==> config.mk <==
export PLATFORM = sky130hd
export DESIGN_NAME = mem_test_seq
export DESIGN_NICKNAME = d
export VERILOG_FILES = /design/src/rtl/mem_test_pkg.sv /design/src/rtl/mem_test_wdog.sv /design/src/rtl/mem_test_seq.sv
export SDC_FILE = /design/constraint.sdc
export NUM_CORES = 1
export LEC_CHECK = 0
export CELL_PAD_IN_SITES_DETAIL_PLACEMENT = 1
export CELL_PAD_IN_SITES_GLOBAL_PLACEMENT = 2
export CORE_UTILIZATION = 36
export DETAILED_ROUTE_END_ITERATION = 10
export PLACE_DENSITY = 0.84
export RECOVER_POWER = 50
export REMOVE_ABC_BUFFERS = 1
export SLEW_MARGIN = 15
export SYNTH_ARGS = -nofsm -noshare
export SYNTH_HDL_FRONTEND = slang
export SYNTH_SLANG_ARGS = --single-unit
export TNS_END_PERCENT = 5
==> constraint.sdc <==
create_clock -name clk -period 5.61 [get_ports clk]
set_input_delay 0.8415 -clock clk [delete_from_list [all_inputs] [get_ports clk]]
set_output_delay 0.8415 -clock clk [all_outputs]
set_load 0.02 [all_outputs]
==> src/rtl/mem_test_pkg.sv <==
// Shared definitions for the mem_test run sequencer: FSM states, default
// watchdog limit and the data patterns the memory tester writes.
package mem_test_pkg;

    typedef enum logic [1:0] {
        IDLE  = 2'd0,
        CLEAR = 2'd1,
        RUN   = 2'd2,
        DONE  = 2'd3
    } mts_state_e;

    localparam int MEM_TEST_TIMEOUT_DEFAULT = 8192;

    localparam logic [7:0] MEM_TEST_PASS_DATA = 8'h55;
    localparam logic [7:0] MEM_TEST_FAIL_DATA = 8'hAA;

endpackage

==> src/rtl/mem_test_wdog.sv <==
// Watchdog counter for the RUN phase: cleared by clr, counts while en, and
// flags expire on the last allowed cycle.
module mem_test_wdog
    import mem_test_pkg::*;
#(
    parameter int TIMEOUT_CYCLES = MEM_TEST_TIMEOUT_DEFAULT
) (
    input  logic clk,
    input  logic reset,
    input  logic clr,
    input  logic en,
    output logic expire
);

    localparam int W = (TIMEOUT_CYCLES > 1) ? $clog2(TIMEOUT_CYCLES) : 1;
    localparam logic [W-1:0] LAST = W'(TIMEOUT_CYCLES - 1);

    logic [W-1:0] cnt_q;

    assign expire = en && (cnt_q == LAST);

    // Counter parks on LAST so it can never wrap past the limit.
    always_ff @(posedge clk or negedge reset) begin
        if (!reset) begin
            cnt_q <= '0;
        end else if (clr) begin
            cnt_q <= '0;
        end else if (en && !expire) begin
            cnt_q <= cnt_q + W'(1);
        end
    end

endmodule

==> src/rtl/mem_test_seq.sv <==
// Run sequencer for mem_test: holds the tester in reset, releases it for a
// run, collects pass/fail with a watchdog, counts runs and supports looping.
module mem_test_seq
    import mem_test_pkg::*;
#(
    parameter int TIMEOUT_CYCLES = MEM_TEST_TIMEOUT_DEFAULT,
    parameter int RST_CYCLES     = 2,
    parameter int CNT_W          = 8
) (
    input  logic             clk,
    input  logic             reset,
    input  logic             start,
    input  logic             loop,
    input  logic             abort,
    input  logic             dut_result,
    input  logic             dut_fin,
    output logic             dut_rstn,
    output logic             busy,
    output logic             done,
    output logic             pass,
    output logic             timeout,
    output logic [CNT_W-1:0] run_cnt,
    output logic [CNT_W-1:0] fail_cnt
);

    localparam int RW = $clog2(RST_CYCLES);
    localparam logic [RW-1:0] RST_LAST = RW'(RST_CYCLES - 1);

    mts_state_e       state_q, state_d;
    logic [RW-1:0]    rcnt_q, rcnt_d;
    logic [CNT_W-1:0] run_cnt_q, run_cnt_d;
    logic [CNT_W-1:0] fail_cnt_q, fail_cnt_d;
    logic             pass_q, pass_d;
    logic             timeout_q, timeout_d;
    logic             dut_rstn_q, busy_q, done_q;
    logic             wd_expire;

    function automatic logic [CNT_W-1:0] sat_inc(input logic [CNT_W-1:0] v);
        return (&v) ? v : v + CNT_W'(1);
    endfunction

    mem_test_wdog #(
        .TIMEOUT_CYCLES(TIMEOUT_CYCLES)
    ) u_wdog (
        .clk   (clk),
        .reset (reset),
        .clr   (state_q == CLEAR),
        .en    (state_q == RUN),
        .expire(wd_expire)
    );

    always_comb begin
        state_d    = state_q;
        rcnt_d     = rcnt_q;
        run_cnt_d  = run_cnt_q;
        fail_cnt_d = fail_cnt_q;
        pass_d     = pass_q;
        timeout_d  = timeout_q;

        if (abort) begin
            state_d = IDLE;
        end else begin
            unique case (state_q)
                IDLE: begin
                    if (start) begin
                        run_cnt_d  = '0;
                        fail_cnt_d = '0;
                        pass_d     = 1'b0;
                        timeout_d  = 1'b0;
                        rcnt_d     = '0;
                        state_d    = CLEAR;
                    end
                end
                CLEAR: begin
                    if (rcnt_q == RST_LAST) begin
                        state_d = RUN;
                    end else begin
                        rcnt_d = rcnt_q + RW'(1);
                    end
                end
                RUN: begin
                    // A finishing tester takes priority over a simultaneous expiry.
                    if (dut_fin) begin
                        pass_d    = dut_result;
                        run_cnt_d = sat_inc(run_cnt_q);
                        if (!dut_result) begin
                            fail_cnt_d = sat_inc(fail_cnt_q);
                        end
                        state_d = DONE;
                    end else if (wd_expire) begin
                        pass_d     = 1'b0;
                        timeout_d  = 1'b1;
                        run_cnt_d  = sat_inc(run_cnt_q);
                        fail_cnt_d = sat_inc(fail_cnt_q);
                        state_d    = DONE;
                    end
                end
                DONE: begin
                    rcnt_d  = '0;
                    state_d = loop ? CLEAR : IDLE;
                end
                default: state_d = IDLE;
            endcase
        end
    end

    always_ff @(posedge clk or negedge reset) begin
        if (!reset) begin
            state_q    <= IDLE;
            rcnt_q     <= '0;
            run_cnt_q  <= '0;
            fail_cnt_q <= '0;
            pass_q     <= 1'b0;
            timeout_q  <= 1'b0;
            dut_rstn_q <= 1'b0;
            busy_q     <= 1'b0;
            done_q     <= 1'b0;
        end else begin
            state_q    <= state_d;
            rcnt_q     <= rcnt_d;
            run_cnt_q  <= run_cnt_d;
            fail_cnt_q <= fail_cnt_d;
            pass_q     <= pass_d;
            timeout_q  <= timeout_d;
            // Strobes are decoded from the next state so they align with it.
            dut_rstn_q <= (state_d == RUN);
            busy_q     <= (state_d != IDLE);
            done_q     <= (state_d == DONE);
        end
    end

    assign dut_rstn = dut_rstn_q;
    assign busy     = busy_q;
    assign done     = done_q;
    assign pass     = pass_q;
    assign timeout  = timeout_q;
    assign run_cnt  = run_cnt_q;
    assign fail_cnt = fail_cnt_q;

endmodule

Word level (Yosys, flattened, before mapping)
Cells that the tools add are included.
- input bits: 7
- flip-flop bits (word level): 37
- word-level logic and storage cells: 68
- muxes and demuxes: 28
- bitwise operators: 1
- add/sub/neg operators: 4
- reductions and logical operators: 14
- equal/unequal tests: 11
- operators by type and width (cell ; number):
    $mux 8 ; 8
    $pmux 8 s2 ; 2
    $mux 13 ; 2
    $add 8x1->8 const B ; 2
    $reduce_and 8->1 ; 2
    $add 13x1->13 const B ; 1
    $eq 13x13->1 const B ; 1
    $mux 2 ; 5
    $reduce_and 5->1 ; 2
    $eq 2x2->1 const B ; 4
    $pmux 2 s4 ; 1
    $mux 1 ; 7
    $ne 2x2->1 const B ; 3
    $ne 3x3->1 const B ; 2
    $reduce_bool 2->1 ; 3
    $pmux 1 s2 ; 2
    $reduce_and 4->1 ; 1
    $pmux 1 s3 ; 1
    $reduce_and 3->1 ; 1
    $reduce_bool 3->1 ; 1
    $eq 2x1->1 const B ; 1
    $logic_and 1x1->1 ; 2
    $logic_not 2->1 ; 1
    $add 1x1->1 const B ; 1
    other kinds (2) ; 2

Logic depth before layout (Yosys ltp)
- depth after elaboration: 7
- gate-level depth with buffers: 7

Cells and area by module
From an unflattened synthesis, not the netlist that was laid out.
- cells, all modules: 208
- area, all modules: 2059.5 um^2
- modules (own cells, without submodules) (module ; sequential area each (um^2) ; cells each ; area each (um^2) ; times used):
    mem_test_seq ; 600.6 ; 132 ; 1312.5 ; 1
    mem_test_wdog ; 325.3 ; 76 ; 747.0 ; 1

Worst setup path after synthesis
No wires, ideal clock.
- path type: input-to-reg
- from: input port abort
- to: register fail_cnt_q[7], in the netlist fail_cnt[7]
- library setup time: 78 ps
- data required time: 5532 ps
- data arrival time: 2273 ps
- slack: 3259 ps
- path buffers: 1
- cell stages on the path: 5
- cell sequence: clkbuf_1 or3_1 a221o_1 or4_1 a21oi_1
- cells in the longest elaborated chain, start to end: 2
- ends and longest elaborated chain (what ; line ; source):
    start: declaration ; mem_test_seq.sv:14 ; input logic abort,
    $not 1->1 (no source line) ; n/a ;
    $reduce_and 5->1 (no source line) ; n/a ;
    end signal: assignment ; mem_test_seq.sv:122 ; fail_cnt_q <= fail_cnt_d;
    end: declaration ; mem_test_seq.sv:32 ; logic [CNT_W-1:0] fail_cnt_q, fail_cnt_d;
No other way between the ends.
A chain may end at the register's enable or synchronous reset.

Final worst setup path
- from: input port abort
- to: register fail_cnt_q[4], in the netlist fail_cnt[4]
Same word-level chain as after synthesis.

==> metrics.txt <==
Max Cap Viol 1; layout cell share with drive strength beyond 1 4.94%; chip height 75.7 µm; r2r setup slk roughly 3.2 ns; Worst Skew a little over 0.004 ns; failing checks capacitance limit, slew limit; Hold Crit Class reg -> reg; Synth area leaders dfrtp_1 (47%), nand2_1 (5.6%), nand3_1 (4.6%); largest net degree at the start of global routing 38; Die Wd roughly 76 µm; Max Fclk roughly 0.36 GHz; Remaining DRCs 0; kind of critical path in -> reg; ANT nets after route 0; Mapped Cells approximately 210; Rows 26; initial antenna violation count 0; Critical Path RT 5.79 ns; RSZ-0062 raised after global routing false; final hold violation count 0; Layout area overhead 21.6%; diode count 0; register area share after synthesis 47.3%; reg2reg end fail_cnt[4]; vias after detailed routing 1760; CP Capture Type flop; TritonCTS clock tree built; cts hold-fix bufs 0; VDD IR-drop max between 0.1 and 0.15 mV; CTS root buf clkbuf_8; IO Pins 28; PwrDens between 200 and 250 nW/µm²; TritonCTS Buffers 5; mapped cell area about 2000 µm²; post-synthesis cell type count just over 40; post-CTS setup buffer count 0; Final Cycle Share between 40% and 50%; Yosys Warn Count 0; met2 wire length approximately 2400 µm; Critical Path AT 2.93 ns; status complete, but fails checks; Worst Max-Slew Pin Slew approximately 2.1 ns; post-CTS sizing 0; fin crit period between 2 and 3 ns; Starting Density 37.8%; Core Area approximately 5200 µm²; reg2reg start state_q[1]; Met1 Wirelength ~2500 µm; port buffer count 27; Top Layer Used met4; P_leak ~1 nW; Worst-path clk slew about 0.07 ns; Fin Setup TNS 0 ns; Hold WS 0.526 ns; global-route wire length before repair around 8500 µm; clk buf depth 2; r2r worst-path depth 5; Final Util about 46%; hpwl dp 3660 µm; Finish-stage setup viols 0; WL/cell about 16 µm; Clk Latency, worst-skew pair approximately 0.29 ns; first drt pass iteration count 4; GRT Total Usage approximately 20%; worst setup path end fail_cnt[4]; drt total wl between 5000 and 6000 µm; DR vias/cell between 5 and 6; placed inst area 2290 µm²; final design instance area without fill around 2400 µm²; H-tree depth 2; 1st-iter DRT viols 114; Crit Path Max Fanout 8; total gr overflow 0; CTS Sinks 37; Startpoint Class input pin; vias in the first global route between 1500 and 2000; Avg Synthesized Cell Area slightly above 9 µm²; met3 WL between 100 and 150 µm; Critical Path Start abort; Synth top area share between 40% and 50%; relative slew slack -40.1%; Yosys reg bits 37; routability cong. ~0.74; nets@finish around 250; cell taking the most area after synthesis dfrtp_1; total power 575 µW; max-slew violations 38; Die Area between 5000 and 6000 µm²
==> where the power goes <==
group | internal [mW] | total, mW | leakage [nW] | switching, mW
sequential | 0.279 | 0.296 | 0.511 | 0.0173
combinational | 0.0297 | 0.0867 | 0.431 | 0.0570
clock | 0.0976 | 0.192 | 0.0443 | 0.0940
total | 0.406 | 0.575 | 0.986 | 0.168
==> through the flow <==
step                      worst slack [ns]  std cells
after detailed placement              2.67        306
after CTS                             2.97        313
after global placement                2.69        306
after global routing                  2.75        313
final                                 2.86        313
after floorplan                       3.39        208
==> synthesized netlist by cell type (all sizes together) <==
library cell	count
dfrtp	37
nand2	29
nor2	19
nand3	18
o21ai	15
nand4	11
a21oi	9
inv	7
clkbuf	6
o31ai	6
nor3	5
or4	5
o211ai	4
a41oi	3
and2	3
and3	3
ha	3
or3	3
xor2	3
a211o	2
a311o	2
and4	2
nand2b	2
nor2b	2
a21o	1
a221o	1
a221oi	1
a22o	1
a31oi	1
a32o	1
mux2	1
mux2i	1
nand4b	1
nor3b	1
nor4	1
o2111ai	1
o21bai	1
o221ai	1
o41ai	1
==> worst min path at each step <==
stage	startpoint	end	depth (start not counted)	slack, ns
3_3_place_gp	u_wdog.cnt_q[7]	u_wdog.cnt_q[7]	1	0.50
5_1_grt	u_wdog.cnt_q[7]	u_wdog.cnt_q[7]	1	0.55
2_1_floorplan	u_wdog.cnt_q[7]	u_wdog.cnt_q[7]	1	0.47
6_report	u_wdog.cnt_q[7]	u_wdog.cnt_q[7]	1	0.53
4_1_cts	u_wdog.cnt_q[7]	u_wdog.cnt_q[7]	1	0.53
3_5_place_dp	u_wdog.cnt_q[7]	u_wdog.cnt_q[7]	1	0.52
==> worst max-delay path, cell delays in order <==
cell and delay (ns):
dlygate4sd3_1 0.64, or3_1 0.45, a221oi_1 0.68, a311o_1 0.27, nand2_1 0.05
==> area by class of cell <==
class	instances	area (µm²)
Clock buffer	7	86.3
Tap cell	70	87.6
Multi-Input combinational cell	164	982
Timing Repair Buffer	28	272
Inverter	7	26.3
Sequential cell	37	926
Fill cell	603	2790
==> layout by cell type (no fill, tap or decap), drive strengths merged, types with 2 or more instances in the layout <==
cell,count
a211o,2
a21oi,9
a311o,2
a41oi,3
and2,3
and3,3
and4,2
clkbuf,8
clkdlybuf4s50,20
dfrtp,37
dlygate4sd3,6
ha,3
inv,7
nand2,29
nand2b,2
nand3,18
nand4,11
nor2,19
nor2b,2
nor3,5
o211ai,4
o21ai,15
o31ai,6
or3,3
or4,5
xor2,3
==> state kept, by name (all words and copies together), names as in the netlist <==
| name | flops |
|---|---|
| busy | 1 |
| dut_rstn | 1 |
| timeout | 1 |
| done | 1 |
| pass | 1 |
| fail_cnt | 8 |
| rcnt_q | 1 |
| u_wdog.cnt_q | 13 |
| state_q | 2 |
| run_cnt | 8 |
==> layer usage <==
layer  global-route usage [%]  vias to the layer above
met4                     6.17                        0
met3                     3.97                        5
met5                        0                        -
met1                     26.9                      871
met2                     32.1                       25
li1                         -                      859
==> cells by family after synthesis <==
group           share of synthesized area (%)
compound gates                           18.9
xor+xnor                                 1.34
simple gates                             26.9
mux                                      1.09
buf+inv                                  2.49
flops                                    47.3
fa+ha+maj                                1.92
No activity file was read; power rests on OpenSTA's default activity.
